==> config.mk <==
export PLATFORM = sky130hd
export DESIGN_NAME = seq_divider
export DESIGN_NICKNAME = d
export VERILOG_FILES = /design/src/rtl/seq_divider_pkg.sv /design/src/rtl/seq_div_step.sv /design/src/rtl/seq_divider.sv
export SDC_FILE = /design/constraint.sdc
export NUM_CORES = 1
export LEC_CHECK = 0
export CORE_MARGIN = 5
export CORE_UTILIZATION = 45
export DETAILED_ROUTE_END_ITERATION = 10
export MAX_ROUTING_LAYER = met4
export PLACE_DENSITY = 0.7
export SLEW_MARGIN = 10
export SYNTH_ARGS = -nofsm -noshare
export SYNTH_HDL_FRONTEND = slang
export SYNTH_SLANG_ARGS = --single-unit
==> constraint.sdc <==
create_clock -name clock -period 2.2 [get_ports clock]
set_clock_uncertainty 0.05 [all_clocks]
set_input_delay 0.55 -clock clock [delete_from_list [all_inputs] [get_ports clock]]
set_output_delay 0.55 -clock clock [all_outputs]
set_load 0.005 [all_outputs]
==> src/rtl/seq_divider_pkg.sv <==
// Shared constants for the sequential restoring divider: FSM encoding,
// default operand widths and the quotient reported on divide-by-zero.
package seq_divider_pkg;

  localparam int DEF_DIVIDEND_W = 8;
  localparam int DEF_DIVISOR_W  = 4;

  typedef enum logic [1:0] {
    IDLE = 2'd0,
    RUN  = 2'd1,
    DONE = 2'd2
  } state_t;

  // Wide enough for any supported dividend width; sliced down at the use site.
  localparam logic [31:0] DBZ_QUOTIENT = 32'hFFFF_FFFF;

endpackage

==> src/rtl/seq_div_step.sv <==
// One restoring-division iteration: shift the next dividend bit into the
// partial remainder and subtract the divisor when it fits.
module seq_div_step
  import seq_divider_pkg::*;
#(
  parameter int DIVISOR_W = DEF_DIVISOR_W
) (
  input  logic [DIVISOR_W-1:0] r,
  input  logic                 q_msb,
  input  logic [DIVISOR_W-1:0] divisor,
  output logic [DIVISOR_W-1:0] r_next,
  output logic                 qbit
);

  logic [DIVISOR_W:0] trial_s;

  assign trial_s = {r, q_msb};

  // Restore step; the low bits of the difference are exact because the result is < divisor.
  always_comb begin
    r_next = trial_s[DIVISOR_W-1:0];
    qbit   = 1'b0;
    if (trial_s >= {1'b0, divisor}) begin
      r_next = trial_s[DIVISOR_W-1:0] - divisor;
      qbit   = 1'b1;
    end else begin
      r_next = trial_s[DIVISOR_W-1:0];
      qbit   = 1'b0;
    end
  end

endmodule

==> src/rtl/seq_divider.sv <==
// Multi-cycle unsigned restoring divider: one quotient bit per clock,
// results registered and held until the next completion.
module seq_divider
  import seq_divider_pkg::*;
#(
  parameter int DIVIDEND_W = DEF_DIVIDEND_W,
  parameter int DIVISOR_W  = DEF_DIVISOR_W
) (
  input  logic                  clock,
  input  logic                  reset_n,
  input  logic                  start,
  input  logic [DIVIDEND_W-1:0] dividend,
  input  logic [DIVISOR_W-1:0]  divisor,
  output logic [DIVIDEND_W-1:0] quotient,
  output logic [DIVISOR_W-1:0]  remainder,
  output logic                  busy,
  output logic                  done,
  output logic                  div_by_zero
);

  localparam int                    CNT_W      = $clog2(DIVIDEND_W);
  localparam logic [CNT_W-1:0]      LAST_CNT   = CNT_W'(DIVIDEND_W - 1);
  localparam logic [DIVISOR_W-1:0]  ZERO_DIV   = {DIVISOR_W{1'b0}};
  localparam logic [DIVIDEND_W-1:0] DBZ_QUOT   = DBZ_QUOTIENT[DIVIDEND_W-1:0];

  state_t                  state_r, state_next_s;
  logic [CNT_W-1:0]        count_r;
  logic [DIVISOR_W-1:0]    r_r;
  logic [DIVIDEND_W-1:0]   q_r;
  logic [DIVISOR_W-1:0]    divisor_r;
  logic [DIVIDEND_W-1:0]   quotient_r;
  logic [DIVISOR_W-1:0]    remainder_r;
  logic                    busy_r;
  logic                    done_r;
  logic                    dbz_r;

  logic                    accept_s;
  logic                    finish_s;
  logic [DIVISOR_W-1:0]    r_next_s;
  logic                    qbit_s;
  logic [DIVIDEND_W-1:0]   q_next_s;

  seq_div_step #(
    .DIVISOR_W (DIVISOR_W)
  ) u_step (
    .r       (r_r),
    .q_msb   (q_r[DIVIDEND_W-1]),
    .divisor (divisor_r),
    .r_next  (r_next_s),
    .qbit    (qbit_s)
  );

  assign q_next_s = {q_r[DIVIDEND_W-2:0], qbit_s};

  // Next-state decode; DONE accepts a new start exactly like IDLE.
  always_comb begin
    state_next_s = state_r;
    accept_s     = 1'b0;
    finish_s     = 1'b0;
    case (state_r)
      IDLE, DONE: begin
        if (start) begin
          accept_s     = 1'b1;
          state_next_s = (divisor == ZERO_DIV) ? DONE : RUN;
        end else begin
          state_next_s = IDLE;
        end
      end
      RUN: begin
        if (count_r == LAST_CNT) begin
          finish_s     = 1'b1;
          state_next_s = DONE;
        end else begin
          state_next_s = RUN;
        end
      end
      default: state_next_s = IDLE;
    endcase
  end

  // State, iteration datapath and result registers.
  always_ff @(posedge clock or negedge reset_n) begin
    if (!reset_n) begin
      state_r     <= IDLE;
      count_r     <= {CNT_W{1'b0}};
      r_r         <= {DIVISOR_W{1'b0}};
      q_r         <= {DIVIDEND_W{1'b0}};
      divisor_r   <= {DIVISOR_W{1'b0}};
      quotient_r  <= {DIVIDEND_W{1'b0}};
      remainder_r <= {DIVISOR_W{1'b0}};
      busy_r      <= 1'b0;
      done_r      <= 1'b0;
      dbz_r       <= 1'b0;
    end else begin
      state_r <= state_next_s;
      busy_r  <= (state_next_s == RUN);
      done_r  <= (state_next_s == DONE);
      if (accept_s) begin
        divisor_r <= divisor;
        count_r   <= {CNT_W{1'b0}};
        r_r       <= {DIVISOR_W{1'b0}};
        q_r       <= dividend;
        if (divisor == ZERO_DIV) begin
          quotient_r  <= DBZ_QUOT;
          remainder_r <= dividend[DIVISOR_W-1:0];
          dbz_r       <= 1'b1;
        end
      end else if (state_r == RUN) begin
        r_r     <= r_next_s;
        q_r     <= q_next_s;
        count_r <= count_r + {{(CNT_W-1){1'b0}}, 1'b1};
        if (finish_s) begin
          quotient_r  <= q_next_s;
          remainder_r <= r_next_s;
          dbz_r       <= 1'b0;
        end
      end
    end
  end

  assign quotient    = quotient_r;
  assign remainder   = remainder_r;
  assign busy        = busy_r;
  assign done        = done_r;
  assign div_by_zero = dbz_r;

endmodule
* Yosys cells after proc, flatten, opt, wreduce, memory -nomap -nowiden
Cells that the tools add are included.
W data, S select, Z words.
** Cells by class
- Add/subtract/negate cells :: 2
- Equal/unequal tests :: 6
- Reduce and logical (&&, ||, !) cells :: 6
- $lt $le $gt $ge :: 1
- Muxes and demuxes :: 28
** Operators with widths (number)
- $mux W8 :: 6
- $mux W4 :: 7
- $mux W1 :: 9
- $mux W2 :: 3
- $mux W3 :: 2
- $ge A5 B4 Y1 :: 1
- $eq A2 B1 Y1 const B :: 2
- $eq A2 B2 Y1 const B :: 2
- $logic_not A4 Y1 :: 1
- $pmux W2 S2 :: 1
- $reduce_bool A2 Y1 :: 2
- $sub A4 B4 Y4 :: 1
- $add A3 B1 Y3 const B :: 1
- $eq A3 B3 Y1 const B :: 1
- $reduce_and A3 Y1 :: 1
- $logic_not A2 Y1 :: 1
- $ne A2 B1 Y1 const B :: 1
- $reduce_or A2 Y1 :: 1
** Storage, ports and cells
- Register bits :: 36
- Input port bits :: 15

* Longest topological paths before layout
- Depth after elaboration :: 6
- Mapped depth :: 8
- Gate-level depth less buffers :: 8

* By module
A second synthesis with hierarchy kept.
** Second synthesis, totals
- Cell total of the unflattened synthesis :: 152
- Area total of the unflattened synthesis :: 1747.9 µm²
** Modules (own cells, without submodules)
- seq_divider :: instances 1, sequential area each 900.9 µm², area each 1524.0 µm², cells an instance 124
- seq_div_step :: instances 1, sequential area each 0.0 µm², area each 224.0 µm², cells an instance 28

* Worst setup path before layout
OpenSTA, ideal clock, no wires.
- Kind :: flip-flop to flip-flop
- Start :: reg q_r[7]
- End :: reg r_r[1]
- Cell stages (with the launch flop) :: 7
- Buffers on the path :: 0
- Data arrival time :: 1625 ps
- Slack :: 442 ps
- Cell sequence :: dfrtp_1 > inv_1 > ha_1 > o21ai_0 > o2bb2ai_4 > mux2_2 > o21ai_0
** Between the ends
- Cells in the longest elaborated chain, start to end :: 4
- Elaborated cells on any way between the ends :: 5
- Classes of those cells :: add/sub: 1; order compare: 1; mux: 3
** RTL lines
- start, declared :: line seq_divider.sv:29 : logic [DIVIDEND_W-1:0] q_r;
- start signal, assigned :: line seq_divider.sv:87 : q_r <= {DIVIDEND_W{1'b0}};
- start signal, assigned :: line seq_divider.sv:102 : q_r <= dividend;
- start signal, assigned :: line seq_divider.sv:110 : q_r <= q_next_s;
- $sub A4 B4 Y4 / $ge A5 B4 Y1 (equally long branches) :: line seq_div_step.sv:24, seq_div_step.sv:23
- $mux W4 * :: line seq_div_step.sv:23 : if (trial_s >= {1'b0, divisor}) begin
- $mux W4 * :: line seq_divider.sv:108 : end else if (state_r == RUN) begin
- $mux W4 * :: line seq_divider.sv:98 : if (accept_s) begin
- end signal, assigned :: line seq_divider.sv:86 : r_r <= {DIVISOR_W{1'b0}};
- end signal, assigned :: line seq_divider.sv:101 : r_r <= {DIVISOR_W{1'b0}};
- end signal, assigned :: line seq_divider.sv:109 : r_r <= r_next_s;
- end, declared :: line seq_divider.sv:28 : logic [DIVISOR_W-1:0] r_r;
Mark *: on every way between the ends. The rest lies on a longest branch, timed or not. The select of a mux whose other input is x is not followed.
A chain may end at the register's enable or synchronous reset.

* Worst setup path in the final report
- Start :: reg q_r[7]
- End :: reg r_r[2]
The elaborated chain is that of the path after synthesis.

==> metrics <==
cell row count=22; most area-hungry cell type in the Yosys netlist=dfrtp_1; IO buf count=29; Worst Tran Pin Value=0.724 ns; gr ovfl total=0; syn avg cell area=9.94 um^2; first-pass GRT wire length=6.64 mm; area share of the largest cell type after synthesis=51.8%; largest family of logic cells by synthesized area=compound AO/OA/AOI/OAI gates; min Tclk post-route=2.01 ns; HP Start=quotient[7]$_DFFE_PN0P_; CTS Buffer Depth=2; met3 wire len=186 um; post-synthesis mux area share=1.87%; Primary FF master, synth=dfrtp_1; LEAKAGE=1.01 nW; #FFs+latches synth=36; final-stage net count=231; Synth cell types=38; number of fillers in the final layout=316; fin worst setup slack=0.189 ns; switching power=1.31 mW; CP Launch Point=q_r[7]$_DFFE_PN0P_; type of the most critical hold path=flop to flop; Compound-Gate Fraction of Synth Area=18.6%; hold_buf cts=0; Tcrit/Tclk final=91.4%; M1 wire length=1.74 mm; gpl congestion=0.889; status=finished clean; initial core utilization=46.8%; Mapped Area=0.00174 mm^2; Post-synth EDFFs=0; largest cells by area after synthesis=dfrtp_1 52%, nand2_1 8.8%, o21ai_0 4.9%; pre-CTS setup slack=0.0250 ns; FF-to-FF Start=q_r[7]$_DFFE_PN0P_; Routed WL=3.79 mm; DR WL/cell=14.7 um; switching share of power=38.3%; Synth Area in Adders=5.47%; Critical Path Fanout Max=3; synth cell count leaders=41 x nand2_1, 36 x dfrtp_1, 17 x o21ai_0; vias in the first global route=1,417; Die W=72.2 um; initial antenna violation count=0; Slew headroom=51.5%; ant diodes=0; WP data arrival=2.17 ns; vias per cell=5.25; CP startpoint kind=flop; Crit Path Class=flop to flop; most used cell, CP=inv_1; share of flip-flops with an asynchronous set or reset=100%; Via Count=1,348; Sink Count=36; cell area power density=1560 mW/mm^2; synthesized instance count=175; Internal Power=2.11 mW; 1st-pass router iterations=4; slowest stage cell, crit path=dfrtp_1; Max Clock Freq=0.497 GHz; Synth Area in Simple Gates=16.6%; Max Slew Vio Count=0; Die H=72.2 um; Clk pin slew, worst setup/hold paths=0.07 ns; Critical Path RT=2.36 ns; Area Growth Syn to Fin=25.8%; met2 WL=1.81 mm; Setup Viol. Count Final=0; Antenna Violating Nets Remaining=0; top layer in use=met4; Final Hold Viols=0; TritonCTS buffer count=5; CTS-repair resized insts=0; layout cells sized above 1=11.0%; RSZ-0062 raised after global routing=false; setup tns final=0 ns; post-synthesis xor/xnor area fraction=1.01%; post-CTS setup buffers=0; most common cell in the netlist=nand2_1; dpl cells=250; Die ar.=0.00521 mm^2; MaxCap Viol Count=0; IO Count=30; Synth Net Count=197; Post-DP HPWL=2.80 mm; Tot Pwr=3.42 mW; Seq/Total Area, Yosys=51.8%; Post-Layout Cell Count=257; largest net degree at the start of global routing=37; Core Region=0.00372 mm^2; DR DRC count=0; H-tree depth=2; clock share of power=14.6%; CTS tree=built; peak supply drop=0.000501 V; initial DRC count=111; Clock Latency Late Sink=0.28 ns; Reg power frac=34.2%; Total GRT Usage=17.1%; Cell Chain, Critical Path=inv_1 -> ha_1 -> inv_1 -> fa_1 -> xor2_1 -> nand2_1 -> mux2_2 -> o21ai_0; CP max stage delay=0.40 ns; Comb power frac=51.2%; Warnings, synthesis=0; Critical Path Sink Type=flop; Root Driver=clkbuf_8
[registers in the layout, summed over array words and instances, names as in the netlist]
name,count
r_r,4
count_r,3
done,1
remainder,4
q_r,8
busy,1
divisor_r,4
state_r,2
quotient,8
div_by_zero,1
[worst max-delay path: cells and delay by family (launching register included)]
kind / cells / cell delay (ns)
AOI/OAI and AO/OA: 1 / 0.14
xor gates and xnor gates: 1 / 0.20
adders and majority gates: 2 / 0.57
buffers and inverters: 2 / 0.19
DFF: 1 / 0.40
muxes: 1 / 0.30
and+or+nand+nor: 1 / 0.08
[metal layers]
| layer | track usage (%) | vias up |
|---|---|---|
| li1 | - | 668 |
| met2 | 26.0 | 31 |
| met4 | 4.38 | 0 |
| met3 | 5.12 | 5 |
| met5 | - | - |
| met1 | 22.3 | 644 |
[kinds of logic after synthesis]
logic type	after synthesis
AOI/OAI and AO/OA	47
xor gates and xnor gates	2
adders and majority gates	7
buffers and inverters	17
DFF	36
muxes	3
and+or+nand+nor	63
[per-stage QoR]
step | util (%) | cell area (um^2) | hold slack, ns
6_report | 58.9 | 2190 | 0.414
5_1_grt | 58.9 | 2190 | 0.469
4_1_cts | 58.9 | 2190 | 0.418
3_5_place_dp | 56.3 | 2090 | 0.404
3_3_place_gp | 56.3 | 2090 | 0.404
2_1_floorplan | - | 1740 | 0.204
[area by class of cell]
type	instances	area, um^2	share of cell area [%]
Inverter	8	30.0	1.37
Sequential cell	36	901	41.2
Multi-Input combinational cell	122	757	34.6
Clock buffer	7	96.3	4.41
Timing Repair Buffer	36	343	15.7
Tap cell	48	60.1	2.75
[power by group through the flow]
| stage | combinational, mW | sequential [mW] | clock (mW) |
|---|---|---|---|
| 6_report | 1.75 | 1.17 | 0.498 |
| 5_1_grt | 1.96 | 1.21 | 0.534 |
| 4_1_cts | 1.76 | 1.17 | 0.508 |
| 3_5_place_dp | 1.75 | 1.18 | 0 |
| 3_3_place_gp | 1.69 | 1.17 | 0 |
| 2_1_floorplan | 1.20 | 1.15 | 0 |
[layout by cell type, fill, tap and decap left out, types with 2 or more instances in the layout]
| cell | instances |
|---|---|
| inv_1 | 7 |
| dfrtp_1 | 36 |
| a22o_1 | 3 |
| o21ai_0 | 17 |
| o22ai_1 | 2 |
| nand3_1 | 3 |
| ha_1 | 6 |
| a21oi_1 | 7 |
| clkbuf_8 | 7 |
| a22oi_1 | 4 |
| mux2_2 | 2 |
| a31oi_1 | 7 |
| buf_4 | 7 |
| nor2_1 | 11 |
| clkdlybuf4s50_1 | 29 |
| nand2_1 | 41 |
[final timing paths]
path	to	slack, ns	cells past startpoint
setup / recovery	r_r[2]$_DFFE_PN0P_	0.19	8
hold reg to reg	quotient[7]$_DFFE_PN0P_	0.41	2
min in group asynchronous	r_r[3]$_DFFE_PN0P_	0.62	2
setup reg to reg	r_r[2]$_DFFE_PN0P_	0.19	8
max in group asynchronous	state_r[1]$_DFF_PN0_	1.15	2
hold / removal	quotient[7]$_DFFE_PN0P_	0.41	2
Note: power is estimated with default switching activity, not from simulation.
